===== src/rtl/alu_share_arb_if.sv =====
// Bundle of request/response channels and ALU drive signals for alu_share_arb.
//   slave  : arbiter side (receives requests, returns responses, drives the ALU)
//   master : requester/ALU side (issues requests, consumes responses, returns alu_o)
// Signals:
//   reqN_valid/ready/f3/f7_b5/a/b : request channel of requester N (N = 0, 1)
//   rspN_valid/ready/data         : response channel of requester N
//   alu_f3/f7_b5/i1/i2            : operation and operands presented to the shared ALU
//   alu_o                         : combinational ALU result
interface alu_share_arb_if #(
  parameter int unsigned XLEN = 32
) ();
  logic            req0_valid;
  logic            req0_ready;
  logic [2:0]      req0_f3;
  logic            req0_f7_b5;
  logic [XLEN-1:0] req0_a;
  logic [XLEN-1:0] req0_b;
  logic            rsp0_valid;
  logic            rsp0_ready;
  logic [XLEN-1:0] rsp0_data;

  logic            req1_valid;
  logic            req1_ready;
  logic [2:0]      req1_f3;
  logic            req1_f7_b5;
  logic [XLEN-1:0] req1_a;
  logic [XLEN-1:0] req1_b;
  logic            rsp1_valid;
  logic            rsp1_ready;
  logic [XLEN-1:0] rsp1_data;

  logic [2:0]      alu_f3;
  logic            alu_f7_b5;
  logic [XLEN-1:0] alu_i1;
  logic [XLEN-1:0] alu_i2;
  logic [XLEN-1:0] alu_o;

  modport slave (
    input  req0_valid, req0_f3, req0_f7_b5, req0_a, req0_b, rsp0_ready,
    input  req1_valid, req1_f3, req1_f7_b5, req1_a, req1_b, rsp1_ready,
    input  alu_o,
    output req0_ready, rsp0_valid, rsp0_data,
    output req1_ready, rsp1_valid, rsp1_data,
    output alu_f3, alu_f7_b5, alu_i1, alu_i2
  );

  modport master (
    output req0_valid, req0_f3, req0_f7_b5, req0_a, req0_b, rsp0_ready,
    output req1_valid, req1_f3, req1_f7_b5, req1_a, req1_b, rsp1_ready,
    output alu_o,
    input  req0_ready, rsp0_valid, rsp0_data,
    input  req1_ready, rsp1_valid, rsp1_data,
    input  alu_f3, alu_f7_b5, alu_i1, alu_i2
  );
endinterface


===== src/rtl/alu_share_arb.sv =====
// Two-requester arbiter in front of one shared RV32I integer ALU.
// One request is granted per cycle; its operation is driven to the ALU combinationally and
// the ALU result is registered into that requester's depth-1 response slot (result valid the
// cycle after acceptance). A requester is blocked only while its slot is full and not draining.
// Ports:
//   clk   : clock, rising edge
//   rst_n : asynchronous active-low reset
//   bus   : alu_share_arb_if.slave (request/response channels, ALU drive and result)
// Build option:
//   ALU_ARB_FIXED_PRIO_EN defined   -> requester 0 always wins a tie, no last_grant state
//   ALU_ARB_FIXED_PRIO_EN undefined -> round-robin tie break using last_grant
module alu_share_arb #(
  parameter int unsigned XLEN = 32
) (
  input  logic           clk,
  input  logic           rst_n,
  alu_share_arb_if.slave bus
);

  logic            w_elig0;
  logic            w_elig1;
  logic            w_grant0;
  logic            w_grant1;

  logic            r_rsp0_valid;
  logic [XLEN-1:0] r_rsp0_data;
  logic            r_rsp1_valid;
  logic [XLEN-1:0] r_rsp1_data;

  // A full slot that drains this cycle can accept a new result on the same edge.
  assign w_elig0 = bus.req0_valid & (~r_rsp0_valid | bus.rsp0_ready);
  assign w_elig1 = bus.req1_valid & (~r_rsp1_valid | bus.rsp1_ready);

`ifdef ALU_ARB_FIXED_PRIO_EN
  assign w_grant0 = w_elig0;
  assign w_grant1 = w_elig1 & ~w_elig0;
`else
  // Index of the requester granted most recently; reset to 1 so requester 0 wins first tie.
  logic r_last_grant;

  assign w_grant0 = w_elig0 & (~w_elig1 | r_last_grant);
  assign w_grant1 = w_elig1 & (~w_elig0 | ~r_last_grant);

  always_ff @(posedge clk or negedge rst_n) begin
    if (!rst_n) begin
      r_last_grant <= 1'b1;
    end else if (w_grant0) begin
      r_last_grant <= 1'b0;
    end else if (w_grant1) begin
      r_last_grant <= 1'b1;
    end
  end
`endif

  assign bus.req0_ready = w_grant0;
  assign bus.req1_ready = w_grant1;

  // ALU drive follows requester 0 unless requester 1 holds the grant, so idle cycles are
  // deterministic.
  always_comb begin
    bus.alu_f3    = bus.req0_f3;
    bus.alu_f7_b5 = bus.req0_f7_b5;
    bus.alu_i1    = bus.req0_a;
    bus.alu_i2    = bus.req0_b;
    if (w_grant1) begin
      bus.alu_f3    = bus.req1_f3;
      bus.alu_f7_b5 = bus.req1_f7_b5;
      bus.alu_i1    = bus.req1_a;
      bus.alu_i2    = bus.req1_b;
    end
  end

  // Response slots: accept wins over drain, data holds after drain.
  always_ff @(posedge clk or negedge rst_n) begin
    if (!rst_n) begin
      r_rsp0_valid <= 1'b0;
      r_rsp0_data  <= '0;
    end else if (w_grant0) begin
      r_rsp0_valid <= 1'b1;
      r_rsp0_data  <= bus.alu_o;
    end else if (bus.rsp0_ready) begin
      r_rsp0_valid <= 1'b0;
    end
  end

  always_ff @(posedge clk or negedge rst_n) begin
    if (!rst_n) begin
      r_rsp1_valid <= 1'b0;
      r_rsp1_data  <= '0;
    end else if (w_grant1) begin
      r_rsp1_valid <= 1'b1;
      r_rsp1_data  <= bus.alu_o;
    end else if (bus.rsp1_ready) begin
      r_rsp1_valid <= 1'b0;
    end
  end

  assign bus.rsp0_valid = r_rsp0_valid;
  assign bus.rsp0_data  = r_rsp0_data;
  assign bus.rsp1_valid = r_rsp1_valid;
  assign bus.rsp1_data  = r_rsp1_data;

endmodule


===== src/flat_wrapper.sv =====
// flat-port wrapper written by rule: the top's interface ports become plain ports
module alu_share_arb_flat 
#(
  parameter int unsigned XLEN = 32
)
  (clk, rst_n, bus_req0_valid, bus_req0_f3, bus_req0_f7_b5, bus_req0_a, bus_req0_b, bus_rsp0_ready, bus_req1_valid, bus_req1_f3, bus_req1_f7_b5, bus_req1_a, bus_req1_b, bus_rsp1_ready, bus_alu_o, bus_req0_ready, bus_rsp0_valid, bus_rsp0_data, bus_req1_ready, bus_rsp1_valid, bus_rsp1_data, bus_alu_f3, bus_alu_f7_b5, bus_alu_i1, bus_alu_i2);
  alu_share_arb_if #(.XLEN(XLEN)) bus_i ();
  input  logic clk;
  input  logic rst_n;
  input wire logic [$bits(bus_i.req0_valid)-1:0] bus_req0_valid;
  input wire logic [$bits(bus_i.req0_f3)-1:0] bus_req0_f3;
  input wire logic [$bits(bus_i.req0_f7_b5)-1:0] bus_req0_f7_b5;
  input wire logic [$bits(bus_i.req0_a)-1:0] bus_req0_a;
  input wire logic [$bits(bus_i.req0_b)-1:0] bus_req0_b;
  input wire logic [$bits(bus_i.rsp0_ready)-1:0] bus_rsp0_ready;
  input wire logic [$bits(bus_i.req1_valid)-1:0] bus_req1_valid;
  input wire logic [$bits(bus_i.req1_f3)-1:0] bus_req1_f3;
  input wire logic [$bits(bus_i.req1_f7_b5)-1:0] bus_req1_f7_b5;
  input wire logic [$bits(bus_i.req1_a)-1:0] bus_req1_a;
  input wire logic [$bits(bus_i.req1_b)-1:0] bus_req1_b;
  input wire logic [$bits(bus_i.rsp1_ready)-1:0] bus_rsp1_ready;
  input wire logic [$bits(bus_i.alu_o)-1:0] bus_alu_o;
  output wire logic [$bits(bus_i.req0_ready)-1:0] bus_req0_ready;
  output wire logic [$bits(bus_i.rsp0_valid)-1:0] bus_rsp0_valid;
  output wire logic [$bits(bus_i.rsp0_data)-1:0] bus_rsp0_data;
  output wire logic [$bits(bus_i.req1_ready)-1:0] bus_req1_ready;
  output wire logic [$bits(bus_i.rsp1_valid)-1:0] bus_rsp1_valid;
  output wire logic [$bits(bus_i.rsp1_data)-1:0] bus_rsp1_data;
  output wire logic [$bits(bus_i.alu_f3)-1:0] bus_alu_f3;
  output wire logic [$bits(bus_i.alu_f7_b5)-1:0] bus_alu_f7_b5;
  output wire logic [$bits(bus_i.alu_i1)-1:0] bus_alu_i1;
  output wire logic [$bits(bus_i.alu_i2)-1:0] bus_alu_i2;
  assign bus_i.req0_valid = bus_req0_valid;
  assign bus_i.req0_f3 = bus_req0_f3;
  assign bus_i.req0_f7_b5 = bus_req0_f7_b5;
  assign bus_i.req0_a = bus_req0_a;
  assign bus_i.req0_b = bus_req0_b;
  assign bus_i.rsp0_ready = bus_rsp0_ready;
  assign bus_i.req1_valid = bus_req1_valid;
  assign bus_i.req1_f3 = bus_req1_f3;
  assign bus_i.req1_f7_b5 = bus_req1_f7_b5;
  assign bus_i.req1_a = bus_req1_a;
  assign bus_i.req1_b = bus_req1_b;
  assign bus_i.rsp1_ready = bus_rsp1_ready;
  assign bus_i.alu_o = bus_alu_o;
  assign bus_req0_ready = bus_i.req0_ready;
  assign bus_rsp0_valid = bus_i.rsp0_valid;
  assign bus_rsp0_data = bus_i.rsp0_data;
  assign bus_req1_ready = bus_i.req1_ready;
  assign bus_rsp1_valid = bus_i.rsp1_valid;
  assign bus_rsp1_data = bus_i.rsp1_data;
  assign bus_alu_f3 = bus_i.alu_f3;
  assign bus_alu_f7_b5 = bus_i.alu_f7_b5;
  assign bus_alu_i1 = bus_i.alu_i1;
  assign bus_alu_i2 = bus_i.alu_i2;
  alu_share_arb #(.XLEN(XLEN)) u_core (.clk(clk), .rst_n(rst_n), .bus(bus_i));
endmodule

===== config.mk =====
export PLATFORM = sky130hd
export DESIGN_NAME = alu_share_arb_flat
export DESIGN_NICKNAME = d
export VERILOG_FILES = /design/src/rtl/alu_share_arb_if.sv /design/src/rtl/alu_share_arb.sv /design/src/flat_wrapper.sv
export SDC_FILE = /design/constraint.sdc
export NUM_CORES = 1
export LEC_CHECK = 0
export ABC_AREA = 1
export ABC_CLOCK_PERIOD_IN_PS = 2900
export CAP_MARGIN = 20
export CORE_AREA = 4 4 118 120
export DETAILED_ROUTE_END_ITERATION = 16
export DIE_AREA = 0 0 122 124
export HOLD_SLACK_MARGIN = 0.03
export PLACE_DENSITY = 0.73
export SLEW_MARGIN = 20
export SYNTH_ARGS = -nofsm -noshare
export SYNTH_HDL_FRONTEND = slang
export SYNTH_SLANG_ARGS = --single-unit

===== constraint.sdc =====
create_clock -name clk -period 2.9 [get_ports clk]
set_clock_uncertainty 0.2 [all_clocks]
set_input_delay 0.435 -clock clk [delete_from_list [all_inputs] [get_ports clk]]
set_output_delay 0.435 -clock clk [all_outputs]
set_load 0.01 [all_outputs]

# ---- After elaboration in Yosys (flattened, before gate mapping)
# Cells that the tools add are included.
dict set report classes {
  n_bitwise 13
  reduce_logical 3
  n_mux 10
}
# cell n
set ops {}
lappend ops {{32-bit two-way mux} 2}
lappend ops {{1-bit two-way mux} 7}
lappend ops {{2-bit nonzero test} 3}
lappend ops {{1-bit inverter} 5}
lappend ops {{1-bit AND} 4}
lappend ops {{1-bit OR} 4}
lappend ops {{3-bit two-way mux} 1}
dict set report totals {
  inputBits 174
  out_inout_bits 136
  elab_cells 31
  regBits 67
}

# ---- Depth between registers and ports, before layout
# Gate-level depths: netlist of run 1.
dict set report depth {
  depth_word 8
  mapped_depth 8
  ltp_nobuf 6
}

# ---- Worst setup path after synthesis of run 1
# No wires, ideal clock.
dict set report synth_path {
  path_kind {input to output}
  startpoint {in bus_rsp0_ready}
  endpoint {out bus_alu_f7_b5}
  path_stages 8
  arrival_ps 1167
  path_buffers 2
  required_ps 2265
  path_slack_ps 1098
  path_cell_list {inv_1 > nand2_1 > nand3_1 > nand2_1 > buf_6 > buf_6 > nand2_1 > nand2_1}
}
dict set report synth_between {
  elab_chain_len 6
}
# item line_no
set synth_rtl {}
lappend synth_rtl {{start, declared} flat_wrapper.sv:15} ;# input wire logic [$bits(bus_i.rsp0_ready)-1:0] bus_rsp0_ready;
lappend synth_rtl {{1-bit OR} alu_share_arb.sv:31} ;# assign w_elig0 = bus.req0_valid & (~r_rsp0_valid | bus.rsp0_ready);
lappend synth_rtl {{1-bit AND} alu_share_arb.sv:31}
lappend synth_rtl {{1-bit inverter} alu_share_arb.sv:42} ;# assign w_grant1 = w_elig1 & (~w_elig0 | ~r_last_grant);
lappend synth_rtl {{1-bit OR} alu_share_arb.sv:42}
lappend synth_rtl {{1-bit AND} alu_share_arb.sv:42}
lappend synth_rtl {{1-bit two-way mux} alu_share_arb.sv:65} ;# if (w_grant1) begin
lappend synth_rtl {{end, declared} flat_wrapper.sv:30} ;# output wire logic [$bits(bus_i.alu_f7_b5)-1:0] bus_alu_f7_b5;
# No other way between the ends.

# ---- Worst setup path in the final report of run 1
dict set report layout_path {
  startpoint {in bus_rsp0_ready}
  endpoint {out bus_alu_i1[7]}
}
dict set report layout_between {
  elab_chain_len 6
}
# item line_no
set layout_rtl {}
lappend layout_rtl {{1-bit OR} alu_share_arb.sv:31}
lappend layout_rtl {{1-bit AND} alu_share_arb.sv:31}
lappend layout_rtl {{1-bit inverter} alu_share_arb.sv:42}
lappend layout_rtl {{1-bit OR} alu_share_arb.sv:42}
lappend layout_rtl {{1-bit AND} alu_share_arb.sv:42}
lappend layout_rtl {{32-bit two-way mux} alu_share_arb.sv:65}
lappend layout_rtl {{end, declared} flat_wrapper.sv:31} ;# output wire logic [$bits(bus_i.alu_i1)-1:0] bus_alu_i1;
# No other way between the ends.

==> results.md, run 1 <==
- Top delay family on crit path: buffers and inverters
- Number of port buffers: 309
- Placed cell count: 987
- Layout cells sized above 1: 6.24%
- Die Span Y: 124 um
- Final period util: 97.6%
- Max-cap violations: 0
- Drt wl/cell: 17.7 um
- Yosys cell types: 14
- CTS H-tree lvls: 3
- Ordered list of cells on the worst path: clkdlybuf4s50_1 > inv_1 > nand2_1 > nand3_4 > nand2_8 > buf_12 > nand2_1 > nand2_1 > clkdlybuf4s50_1
- CTS tree: built
- Biggest area consumer among synthesized cells: dfrtp_1
- Syn avg cell area: approximately 7.1 um^2
- Post-synth top area share: 44.5%
- CP Depth: 9
- Syn Std Cell Area: 3710 um^2
- Post-DR vias/cell: ~4.6
- Critical path buffer and inverter count: 4
- CP dominant cell by count: nand2_1
- # clock sinks: 67
- Worst VDD drop: between 0.4 and 0.5 mV
- Static Leak: 4.09 nW
- Critical Path AT: 2.20 ns
- Starting Density: around 29%
- Max-slew violations: 0
- Core area: 13000 um^2
- Die width: between 100 and 150 um
- R2R depth: 7
- Hold Path Class: flip-flop to flip-flop
- Outcome: finished clean
- Final Hold Viols: 0
- Post-route insts no fill: 1011
- Synth Register Bits: 67
- Setup crit start kind: input port
- Most area-consuming cells after synthesis: dfrtp_1, nand2_1, nand3_1
- Register area share after synthesis: 45.2%
- Final #Nets: about 1000
- Pre-CTS setup slack: 0.00730 ns
- Via count: 4677
- Max Clock Freq: approximately 0.35 GHz
- Longest Clk Path Bufs: 2
- Pre-antenna DRT Iters: 5
- Die area: 15100 um^2
- Largest net degree at the start of global routing: 76
- Fin util: roughly 58%
- Site row count: 42
- Crit path capture type: primary output
- Num CTS Buffers: 9
- Req. time, crit path: between 2 and 2.5 ns
- 1st-iter DRT viols: 274
- Routability cong.: approximately 0.75
- Clk_lat worst skew: about 0.32 ns
- Initial antenna violation count: 2
- Pwr/cell area: 538 nW/um^2
- Vias in the first global route: 4281
- Critical Path Max Stage Delay: 0.56 ns
- Reg2Reg Launch Point: u_core.bus.rsp1_valid$_DFFE_PN0P_
- Critical Path Start: bus_rsp0_ready
- Drt drc: 0
- Global-route usage over all layers: 20.6%
- Crit Path Class: input port to primary output
- First-pass GRT wire length: 23900 um
- Final setup vio count: 0
- RSZ-0062 raised after global routing: true
- Post-layout min period: 2.83 ns
- YS warnings: 0
- Antenna viol nets, final: 0
- Post-Syn Nets: 695
- Slowest stage cell, crit path: clkdlybuf4s50_1
- Number of placed I/O pins: 310
- Clk slew on worst S/H paths: 0.05 ns
- Multi-input combinational cell area: 1760 um^2
- Hold Crit Depth: 2
- Grt ovf: 0
- DP HPWL: around 13000 um
- Root Driver: clkbuf_16
- # fillers: 1187
- Pwr Total: 0.00407 W
- Worst-margin pin slew: 0.454 ns
- PnR worst setup slack: 0.0685 ns
- Relative slew slack: 69.7%
- Area Overhead vs Synth: 104%
- CP Max Fanout: 12
- Register area: 1680 um^2
- Mapped Cells: 521
- Worst hold start: u_core.bus.rsp1_data[13]$_DFFE_PN0P_
- Total Wirelength: 17900 um
[cell usage after synthesis]
cell type,instances
a21boi_2,1
a21boi_4,1
buf_2,21
buf_4,11
buf_6,8
clkbuf_1,2
dfrtp_1,66
dfstp_2,1
inv_1,5
nand2_1,269
nand2_2,1
nand3_1,133
nand3_2,1
o21ai_0,1
[sequential cells by signal, summed over array words and instances (netlist names)]
register	flops
u_core.bus.rsp1_data	32
u_core.r_last_grant	1
u_core.bus.rsp0_valid	1
u_core.bus.rsp0_data	32
u_core.bus.rsp1_valid	1
[worst paths after layout]
check	endpoint	slack, ns
worst min register to register	u_core.bus.rsp1_data[13]$_DFFE_PN0P_	0.27
worst max register to register	u_core.bus.rsp1_data[23]$_DFFE_PN0P_	1.17
worst min-delay path	u_core.bus.rsp1_data[13]$_DFFE_PN0P_	0.27
min in group asynchronous	u_core.bus.rsp0_data[1]$_DFFE_PN0P_	0.40
worst max-delay path	bus_alu_i1[7]	0.07
max in group asynchronous	u_core.bus.rsp1_data[9]$_DFFE_PN0P_	1.32
[layout make-up]
class	count	share of cell area, %
timing repair buffer	339	47.6
clock buffer	12	3.39
antenna	1	0.0331
inverter	5	0.248
multi-input combinational	407	23.3
sequential	67	22.2
clock inverter	4	0.331
tap	176	2.91
[timing repair]
item | in CTS | in global routing
endpoints found under the setup margin | 0 | 54
hold buffers | 1 | 0
setup buffers | 0 | 1
endpoints found under the hold margin | 17 | 0
resized for setup | 0 | 54
[cells by family after synthesis]
group	count (synthesis)	synth area share, %
AOI/OAI and AO/OA	3	0.945
buffers and inverters	47	8.20
DFF	67	45.2
and+or+nand+nor	404	45.6
[cells in the final DEF (no fill, tap or decap), types with 2 or more instances in the layout]
cell type | synthesis | final
a21boi_4 | 1 | 2
buf_12 | 0 | 5
buf_4 | 11 | 18
clkbuf_16 | 0 | 13
clkbuf_8 | 0 | 2
clkdlybuf4s50_1 | 0 | 257
clkinv_2 | 0 | 2
clkinvlp_4 | 0 | 2
dfrtp_1 | 66 | 66
dlymetal6s2s_1 | 0 | 51
inv_1 | 5 | 5
nand2_1 | 269 | 268
nand3_1 | 133 | 132
[stage by stage]
step	hold slack, ns	area (um^2)	setup TNS, ns
after floorplan	-0.0606	3710	0
after global placement	0.206	7010	-0.0847
after detailed placement	0.210	7010	0
after CTS	0.271	7300	0
after global routing	0.284	7570	-0.00846
final	0.266	7570	0
[per-layer routing]
metal	wire, um	vias to the layer above	GRT usage (%)	part of all wire (%)
li1	-	2286	-	-
met1	6860	2145	24.4	38
met2	8790	219	34.4	49
met3	1780	25	8.04	9.9
met4	412	2	6.30	2.3
met5	12	-	0	0.067
[tightest hold or removal path, stage by stage, from the launching register on]
cell and delay [ns]:
dfrtp_1 0.34, nand2_1 0.05, nand2_1 0.04
[where the power goes]
group | internal [W] | total (W) | switching, W | leakage [nW]
clock | 0.000622 | 0.00101 | 0.000389 | 0.135
combinational | 0.000986 | 0.00179 | 0.000806 | 3.13
sequential | 0.00114 | 0.00127 | 0.000123 | 0.822
total | 0.00275 | 0.00407 | 0.00132 | 4.09
No activity file was read; power rests on OpenSTA's default activity.
==> run 2: changes to the inputs <==
--- a/config.mk
+++ b/config.mk
@@ -9,6 +9,7 @@
 export ABC_CLOCK_PERIOD_IN_PS = 2900
 export CAP_MARGIN = 20
 export CORE_AREA = 4 4 118 120
+export CTS_CLUSTER_SIZE = 14
 export DETAILED_ROUTE_END_ITERATION = 16
 export DIE_AREA = 0 0 122 124
 export HOLD_SLACK_MARGIN = 0.03
==> results of run 2 <==
Final layout, timing and power as in run 1 (identical DEF).
